$ cat src/rtl/apb_pkg.sv
// Shared types and constants for the APB master arbiter slice.
// State encoding matches the companion APB memory slave.
package apb_pkg;

    typedef enum logic [1:0] {
        IDLE   = 2'b00,
        SETUP  = 2'b01,
        ACCESS = 2'b10
    } apb_state_e;

    localparam int unsigned DEF_ADDR_W  = 32;
    localparam int unsigned DEF_DATA_W  = 32;
    localparam int unsigned DEF_NUM_REQ = 4;

    // Index width for an n-entry vector; never narrower than one bit.
    function automatic int unsigned idx_width(input int unsigned n);
        return (n > 1) ? $clog2(n) : 1;
    endfunction

    localparam int unsigned DEF_IDX_W = idx_width(DEF_NUM_REQ);

endpackage

$ cat src/rtl/apb_rr_arbiter.sv
// Combinational round-robin arbiter: the search starts just after last_grant.
// The last_grant register lives in the instantiating block.
module apb_rr_arbiter
    import apb_pkg::*;
#(
    parameter int unsigned NUM_REQ = DEF_NUM_REQ,
    parameter int unsigned IDX_W   = idx_width(NUM_REQ)
) (
    input  logic [NUM_REQ-1:0] valid,
    input  logic [IDX_W-1:0]   last_grant,
    output logic [NUM_REQ-1:0] grant,
    output logic [IDX_W-1:0]   grant_idx,
    output logic               any_valid
);

    int unsigned      idx;
    logic [IDX_W-1:0] idx_n;

    always_comb begin
        grant     = '0;
        grant_idx = '0;
        any_valid = 1'b0;
        idx       = 0;
        idx_n     = '0;
        for (int unsigned i = 1; i <= NUM_REQ; i++) begin
            idx   = (32'(last_grant) + i) % NUM_REQ;
            idx_n = IDX_W'(idx);
            if (!any_valid && valid[idx_n]) begin
                any_valid    = 1'b1;
                grant[idx_n] = 1'b1;
                grant_idx    = idx_n;
            end
        end
    end

endmodule

$ cat src/rtl/apb_master_arbiter.sv
// APB master sharing one slave between NUM_REQ valid/ready requesters,
// with round-robin arbitration, PREADY timeout and one-cycle responses.
module apb_master_arbiter
    import apb_pkg::*;
#(
    parameter int unsigned NUM_REQ = DEF_NUM_REQ,
    parameter int unsigned ADDR_W  = DEF_ADDR_W,
    parameter int unsigned DATA_W  = DEF_DATA_W,
    parameter int unsigned TIMEOUT = 16
) (
    input  logic                      PCLK,
    input  logic                      PRESET,
    input  logic [NUM_REQ-1:0]        req_valid,
    input  logic [NUM_REQ-1:0]        req_write,
    input  logic [NUM_REQ*ADDR_W-1:0] req_addr,
    input  logic [NUM_REQ*DATA_W-1:0] req_wdata,
    output logic [NUM_REQ-1:0]        req_ready,
    output logic [NUM_REQ-1:0]        rsp_valid,
    output logic [DATA_W-1:0]         rsp_rdata,
    output logic                      rsp_err,
    output logic                      PSEL,
    output logic                      PENABLE,
    output logic                      PWRITE,
    output logic [ADDR_W-1:0]         PADDR,
    output logic [DATA_W-1:0]         PWDATA,
    input  logic [DATA_W-1:0]         PRDATA,
    input  logic                      PREADY,
    input  logic                      PSLVERR
);

    localparam int unsigned      IDX_W    = idx_width(NUM_REQ);
    localparam int unsigned      CNT_W    = idx_width(TIMEOUT);
    localparam logic [IDX_W-1:0] LAST_RST = IDX_W'(NUM_REQ - 1);
    localparam logic [CNT_W-1:0] CNT_MAX  = CNT_W'(TIMEOUT - 1);

    apb_state_e          state_q, state_d;
    logic [IDX_W-1:0]    last_grant_q, last_grant_d;
    logic [CNT_W-1:0]    wait_cnt_q, wait_cnt_d;
    logic                psel_q, psel_d;
    logic                penable_q, penable_d;
    logic                pwrite_q, pwrite_d;
    logic [ADDR_W-1:0]   paddr_q, paddr_d;
    logic [DATA_W-1:0]   pwdata_q, pwdata_d;
    logic [NUM_REQ-1:0]  rsp_valid_q, rsp_valid_d;
    logic [DATA_W-1:0]   rsp_rdata_q, rsp_rdata_d;
    logic                rsp_err_q, rsp_err_d;

    logic [NUM_REQ-1:0]  arb_grant;
    logic [IDX_W-1:0]    arb_idx;
    logic                arb_any;

    logic [ADDR_W-1:0]   addr_arr  [NUM_REQ];
    logic [DATA_W-1:0]   wdata_arr [NUM_REQ];

    apb_rr_arbiter #(
        .NUM_REQ (NUM_REQ),
        .IDX_W   (IDX_W)
    ) u_arb (
        .valid      (req_valid),
        .last_grant (last_grant_q),
        .grant      (arb_grant),
        .grant_idx  (arb_idx),
        .any_valid  (arb_any)
    );

    always_comb begin
        for (int unsigned i = 0; i < NUM_REQ; i++) begin
            addr_arr[i]  = req_addr[i*ADDR_W +: ADDR_W];
            wdata_arr[i] = req_wdata[i*DATA_W +: DATA_W];
        end
    end

    // Reset masks the grant so a request presented during reset is never accepted.
    assign req_ready = (state_q == IDLE && !PRESET) ? arb_grant : '0;

    always_comb begin
        state_d      = state_q;
        last_grant_d = last_grant_q;
        wait_cnt_d   = wait_cnt_q;
        psel_d       = psel_q;
        penable_d    = penable_q;
        pwrite_d     = pwrite_q;
        paddr_d      = paddr_q;
        pwdata_d     = pwdata_q;
        rsp_valid_d  = '0;
        rsp_rdata_d  = rsp_rdata_q;
        rsp_err_d    = rsp_err_q;
        unique case (state_q)
            IDLE: begin
                if (arb_any) begin
                    state_d      = SETUP;
                    last_grant_d = arb_idx;
                    wait_cnt_d   = '0;
                    psel_d       = 1'b1;
                    penable_d    = 1'b0;
                    pwrite_d     = req_write[arb_idx];
                    paddr_d      = addr_arr[arb_idx];
                    pwdata_d     = req_write[arb_idx] ? wdata_arr[arb_idx] : '0;
                end
            end
            SETUP: begin
                state_d    = ACCESS;
                penable_d  = 1'b1;
                wait_cnt_d = '0;
            end
            ACCESS: begin
                // last_grant_q still names the owner of the in-flight transfer.
                if (PREADY || wait_cnt_q == CNT_MAX) begin
                    state_d                   = IDLE;
                    psel_d                    = 1'b0;
                    penable_d                 = 1'b0;
                    rsp_valid_d[last_grant_q] = 1'b1;
                    rsp_rdata_d               = (PREADY && !pwrite_q) ? PRDATA : '0;
                    rsp_err_d                 = PREADY ? PSLVERR : 1'b1;
                end else begin
                    wait_cnt_d = wait_cnt_q + 1'b1;
                end
            end
            default: state_d = IDLE;
        endcase
    end

    always_ff @(posedge PCLK) begin
        if (PRESET) begin
            state_q      <= IDLE;
            last_grant_q <= LAST_RST;
            wait_cnt_q   <= '0;
            psel_q       <= 1'b0;
            penable_q    <= 1'b0;
            pwrite_q     <= 1'b0;
            paddr_q      <= '0;
            pwdata_q     <= '0;
            rsp_valid_q  <= '0;
            rsp_rdata_q  <= '0;
            rsp_err_q    <= 1'b0;
        end else begin
            state_q      <= state_d;
            last_grant_q <= last_grant_d;
            wait_cnt_q   <= wait_cnt_d;
            psel_q       <= psel_d;
            penable_q    <= penable_d;
            pwrite_q     <= pwrite_d;
            paddr_q      <= paddr_d;
            pwdata_q     <= pwdata_d;
            rsp_valid_q  <= rsp_valid_d;
            rsp_rdata_q  <= rsp_rdata_d;
            rsp_err_q    <= rsp_err_d;
        end
    end

    assign PSEL      = psel_q;
    assign PENABLE   = penable_q;
    assign PWRITE    = pwrite_q;
    assign PADDR     = paddr_q;
    assign PWDATA    = pwdata_q;
    assign rsp_valid = rsp_valid_q;
    assign rsp_rdata = rsp_rdata_q;
    assign rsp_err   = rsp_err_q;

endmodule

$ cat config.mk
export PLATFORM = sky130hd
export DESIGN_NAME = apb_master_arbiter
export DESIGN_NICKNAME = d
export VERILOG_FILES = /design/src/rtl/apb_pkg.sv /design/src/rtl/apb_rr_arbiter.sv /design/src/rtl/apb_master_arbiter.sv
export SDC_FILE = /design/constraint.sdc
export NUM_CORES = 1
export LEC_CHECK = 0
export CORE_AREA = 2 2 159 161
export DETAILED_ROUTE_END_ITERATION = 6
export DIE_AREA = 0 0 161 163
export PLACE_DENSITY = 0.58
export SLEW_MARGIN = 0
export SYNTH_ARGS = -nofsm -noshare
export SYNTH_HDL_FRONTEND = slang
export SYNTH_SLANG_ARGS = --single-unit
$ cat constraint.sdc
create_clock -name PCLK -period 7.7 [get_ports PCLK]
set_clock_uncertainty 0.15 [all_clocks]
set_input_delay 1.54 -clock PCLK [delete_from_list [all_inputs] [get_ports PCLK]]
set_output_delay 1.54 -clock PCLK [all_outputs]
set_load 0.02 [all_outputs]
== Word level (Yosys, flattened, before mapping) ==
Index checks and enable logic that the tools add are counted.
Widths: inputs -> output; s select.
Operators by class
  $add $sub $neg: 5
  multiply operators: 0
  div/mod/pow operators: 0
  order comparisons: 12
  eq/ne operators: 6
  shift operators: 0
  muxes and demuxes: 53
  bitwise gates (word level): 6
  reductions and logical operators: 26
Operators with widths (count)
  $mux 32: 6
  $bmux 32 s2: 2
  $mux 4: 7
  $lt 2x3->1 const B: 6
  $mux 1: 18
  $mux 2: 6
  $or 4x4->4: 3
  $pmux 4 s3: 1
  $bmux 1 s2: 5
  $demux 1 s2: 5
  $ge 2x1->1 const B: 5
  $logic_and 1x1->1: 10
  $reduce_and 3->1: 3
  $ne 2x2->1 const B: 3
  $pmux 2 s3: 1
  $reduce_and 2->1: 3
  $logic_not 1->1: 5
  $add 2x1->2 const B: 2
  $add 2x2->2 const B: 2
  $add 4x1->4 const B: 1
  $eq 4x4->1 const B: 1
  $ge 3x3->1 const B: 1
  $not 2->3: 1
  $pmux 1 s3: 1
  9 further kinds: 10
Word-level totals
  bits in registers: 112
  bits in latches: 0
  memory bits (writable): 0
  memory bits (read-only): 0
  input port bits: 300
  output and inout bits: 108
  word-level logic and storage cells: 119
  memories kept: 0

== Longest topological paths before layout ==
  depth in word-level cells: 18
  gate-level depth with buffers: 13
  depth with buffers taken out: 8

== Cells and area by module ==
A second synthesis with hierarchy kept.
Unflattened totals
  cell total of the unflattened synthesis: 669
  area, all modules: 6600.1 µm²
Modules (own cells, without submodules)
  apb_master_arbiter: instances 1, cells an instance 583, area an instance 5970.7 µm², sequential area each 2242.2 µm²
  apb_rr_arbiter: instances 1, cells an instance 86, area an instance 629.4 µm², sequential area each 0.0 µm²

== Worst setup path after synthesis ==
Ideal clock, no wire load.
  path kind: in2out
  start: input req_valid[3]
  end: output req_ready[0]
  arrival time: 3.277 ns
  data required time: 6.010 ns
  slack: 2.733 ns
  cell stages on the path: 6
  buffers on the path: 1
  cell sequence: clkbuf_1 -> mux4_2 -> or2_1 -> nor3b_1 -> a221oi_1 -> nor2_1
On the way
  word-level cells in the longest chain between the ends: 13
  elaborated cells on any way between the ends: 25
  those cells by class: 16 x mux; 3 x bitwise; 6 x reduce/logical
RTL lines
  start: declaration: line apb_master_arbiter.sv:13  | input logic [NUM_REQ-1:0] req_valid,
  $bmux 1 s2: line apb_rr_arbiter.sv:28  | if (!any_valid && valid[idx_n]) begin
  $mux 1 (not written as such): line apb_rr_arbiter.sv:28
  $mux 1: line apb_rr_arbiter.sv:28
  $logic_not 1->1: line apb_rr_arbiter.sv:28
  $logic_and 1x1->1: line apb_rr_arbiter.sv:28
  $mux 1: line apb_rr_arbiter.sv:28
  $logic_not 1->1: line apb_rr_arbiter.sv:28
  $logic_and 1x1->1: line apb_rr_arbiter.sv:28
  $mux 1: line apb_rr_arbiter.sv:28
  $logic_not 1->1: line apb_rr_arbiter.sv:28
  $logic_and 1x1->1: line apb_rr_arbiter.sv:28
  $mux 4 *: line apb_rr_arbiter.sv:28
  $mux 4 *: line apb_master_arbiter.sv:74  | assign req_ready = (state_q == IDLE && !PRESET) ? arb_grant : '0;
  end: declaration: line apb_master_arbiter.sv:17  | output logic [NUM_REQ-1:0] req_ready,
Every way passes the cells marked *; elsewhere a longest branch is shown, timed or not. The select of a mux whose other input is x is not followed.

== Worst setup path in the final report ==
  start: input req_valid[3]
  end: output req_ready[1]
Same word-level chain as after synthesis.

==> results.ini <==
[clock_tree]
cts_tree = built
holdBufCountCts = 0
post_cts_resized = 0
insertion_delay_ps = 350
clk_pin_slew_ps = 80
clock-sinks = 112
post-cts-setup-buffer-count = 0
htreeDepth = 3
cts_root_buf = clkbuf_16
cts_buffer_depth = 2
cts-buffers-inserted = 9

[routing]
drt_iter0_drc = 309
top_layer = met4
drt_wl_total_mm = 25.4
wl_per_cell_um = 19.4
met1Wirelength_mm = 10.1
drc = 0
met3_length_mm = 2.07
postRouteAntennaNets = 0
avgViaCountPerCell = 4.83
wl_met2_mm = 12.7
vias = 6318
firstDrtPassIters = 4

[placement]
place_ws_ps = 1670
place_congestion = 0.787
hpwl_mm = 19.0
dp_cells = 1291
portBuffers = 407

[floorplanning]
io_pins = 408
fp.dieW_um = 161
core_sq_um = 24700
std_cell_rows = 58
initial_utilization = 0.232
die_h_um = 163
die_area_sq_um = 26200

[pwr]
clkPwrFrac = 0.134
powerDensity_nw_per_um2 = 349
seq_power_share = 0.241
p_switching_mw = 1.59
switching_share = 0.443
peakVddDrop_mv = 0.258
cellLeakagePower_nw = 3.95
internal-power_mw = 2.00
power_frac_comb = 0.625
p_total_mw = 3.59

[logic_synthesis]
seq_area_frac_synth = 0.391
synth.top_cells.by_count = dfxtp_1, nand2_1, mux2i_1, a221oi_1, a32o_1
ys_types = 45
synth_most_common_cell = dfxtp_1
ys_ff_latch = 112
syn_area_per_cell_sq_um = 9.50
synth_xor_xnor_area_share = 0.00306
synth_mux_area_frac = 0.142
syn_inst = 603
synth-compound-area-share = 0.276
synthesis.area_sq_um = 5730
syn_nets = 912
synth_top_cell_by_area = dfxtp_1
synth_top_family_by_area = compound AO/OA/AOI/OAI gates
yosysTopAreaCellShare = 0.391
synth_enable_flop_cells = 0
synth.area.top_cells = dfxtp_1, mux2i_1, a221oi_1
ys_async_sr_fraction = 0
yosys.area_share.simple = 0.107
yosysWarnings = 0
synth-adder-area-share = 0.0197
ys.flop_type = dfxtp_1

[critical_path]
endpoint_kind = output port
worstPathArrival_ps = 4380
cp-start-kind = primary input
criticalPathCategory = in -> out
path_max_fanout = 13
required_ps = 6010

[timing]
fin_crit_sh = 0.788
setup_tns_ps = 0
hold_ws_ps = 297
drv_slew = 0
period_needed_ps = 6070
worst_slew_pin_slew_ps = 1010
setup_ws_ps = 1630
slew-limit-headroom = 0.328
setup-violations-final = 0
fmax_mhz = 165
finalHoldViolations = 0
rsz0062_at_grt = false

[global_routing]
grt_pass1_wl_mm = 36.9
grt_usage = 0.182
grt_start_max_net_pins = 52
grt_pass1_vias = 6269
antenna_found_initial = 0
overflow = 0

[cells_and_area]
area_growth_pct = 79.5
drive_gt1_frac = 0.0461
antenna-diode-count = 0
layout.cells.non_filler = 1307
final_net_count = 1281

[run]
drv_cap = 0

[hold_path]
hold_path.class = reg -> reg

[status]
run_status = complete, no violations

==> metal layers <==
metal | up-vias | track usage
li1 | 3048 | -
met1 | 2959 | 0.208
met2 | 285 | 0.328
met3 | 26 | 0.0486
met4 | 0 | 0.0605
met5 | - | 0
==> power groups by stage <==
stage | registers [mW] | logic [mW] | clock network, mW
after floorplan | 1.03 | 1.33 | 0
after CTS | 0.868 | 2.27 | 0.501
final | 0.867 | 2.24 | 0.480
after global routing | 0.888 | 2.44 | 0.521
after detailed placement | 0.879 | 2.26 | 0
after global placement | 0.873 | 2.26 | 0
==> critical path, stage by stage <==
cell,delay (ps)
clkdlybuf4s50_1,550
mux4_2,650
or2_1,300
nor3b_1,440
a221oi_1,170
nor2_1,120
clkdlybuf4s50_1,610
==> area by class of cell <==
type / instances / area, sq um
clock buffer: 10 / 229
clock inverter: 6 / 67.6
fill: 2491 / 14400
inverter: 4 / 15.0
multi-input combinational: 428 / 3170
sequential: 112 / 2240
tap: 330 / 413
timing repair buffer: 417 / 4150
==> worst paths after layout <==
check | from | end | slack (ps) | cells after the start
setup reg to reg | last_grant_q[0] | PADDR[28] | 2960 | 9
hold / removal | PWDATA[0] | PWDATA[0] | 300 | 2
setup / recovery | req_valid[3] | req_ready[1] | 1630 | 7
hold reg to reg | PWDATA[0] | PWDATA[0] | 300 | 2
==> logic make-up after synthesis <==
family	after synthesis
multiplexers	76
flip-flops	112
AO/OA/AOI/OAI	192
buffers and inverters	63
AND/OR/NAND/NOR	149
XOR/XNOR	2
adder cells (fa/ha/maj)	9
==> through the flow <==
stage,area [sq um],util
6_report,10300,0.417
3_3_place_gp,9990,0.405
3_5_place_dp,9990,0.405
5_1_grt,10300,0.417
4_1_cts,10300,0.417
2_1_floorplan,5730,-
==> placed cells by master (no fill, tap or decap), types with 5 or more instances in the layout <==
cell / netlist / final
o21ai_1: 32 / 32
buf_4: 4 / 10
a22oi_1: 5 / 5
mux2i_1: 70 / 70
nand2_1: 109 / 109
a221oi_1: 68 / 68
clkdlybuf4s50_1: 0 / 407
ha_1: 9 / 9
clkbuf_16: 0 / 9
and2_1: 5 / 5
a32o_1: 33 / 33
a22o_1: 32 / 32
dfxtp_1: 112 / 112
nor2_1: 19 / 15
==> registers in the layout, summed over array words and instances, names as in the netlist <==
| register | flops |
|---|---|
| PSEL | 1 |
| PADDR | 32 |
| wait_cnt_q | 4 |
| state_q | 2 |
| last_grant_q | 2 |
| rsp_valid | 4 |
| rsp_err | 1 |
| rsp_rdata | 32 |
| PENABLE | 1 |
| PWRITE | 1 |
| PWDATA | 32 |
(Power assumes the default switching activity.)
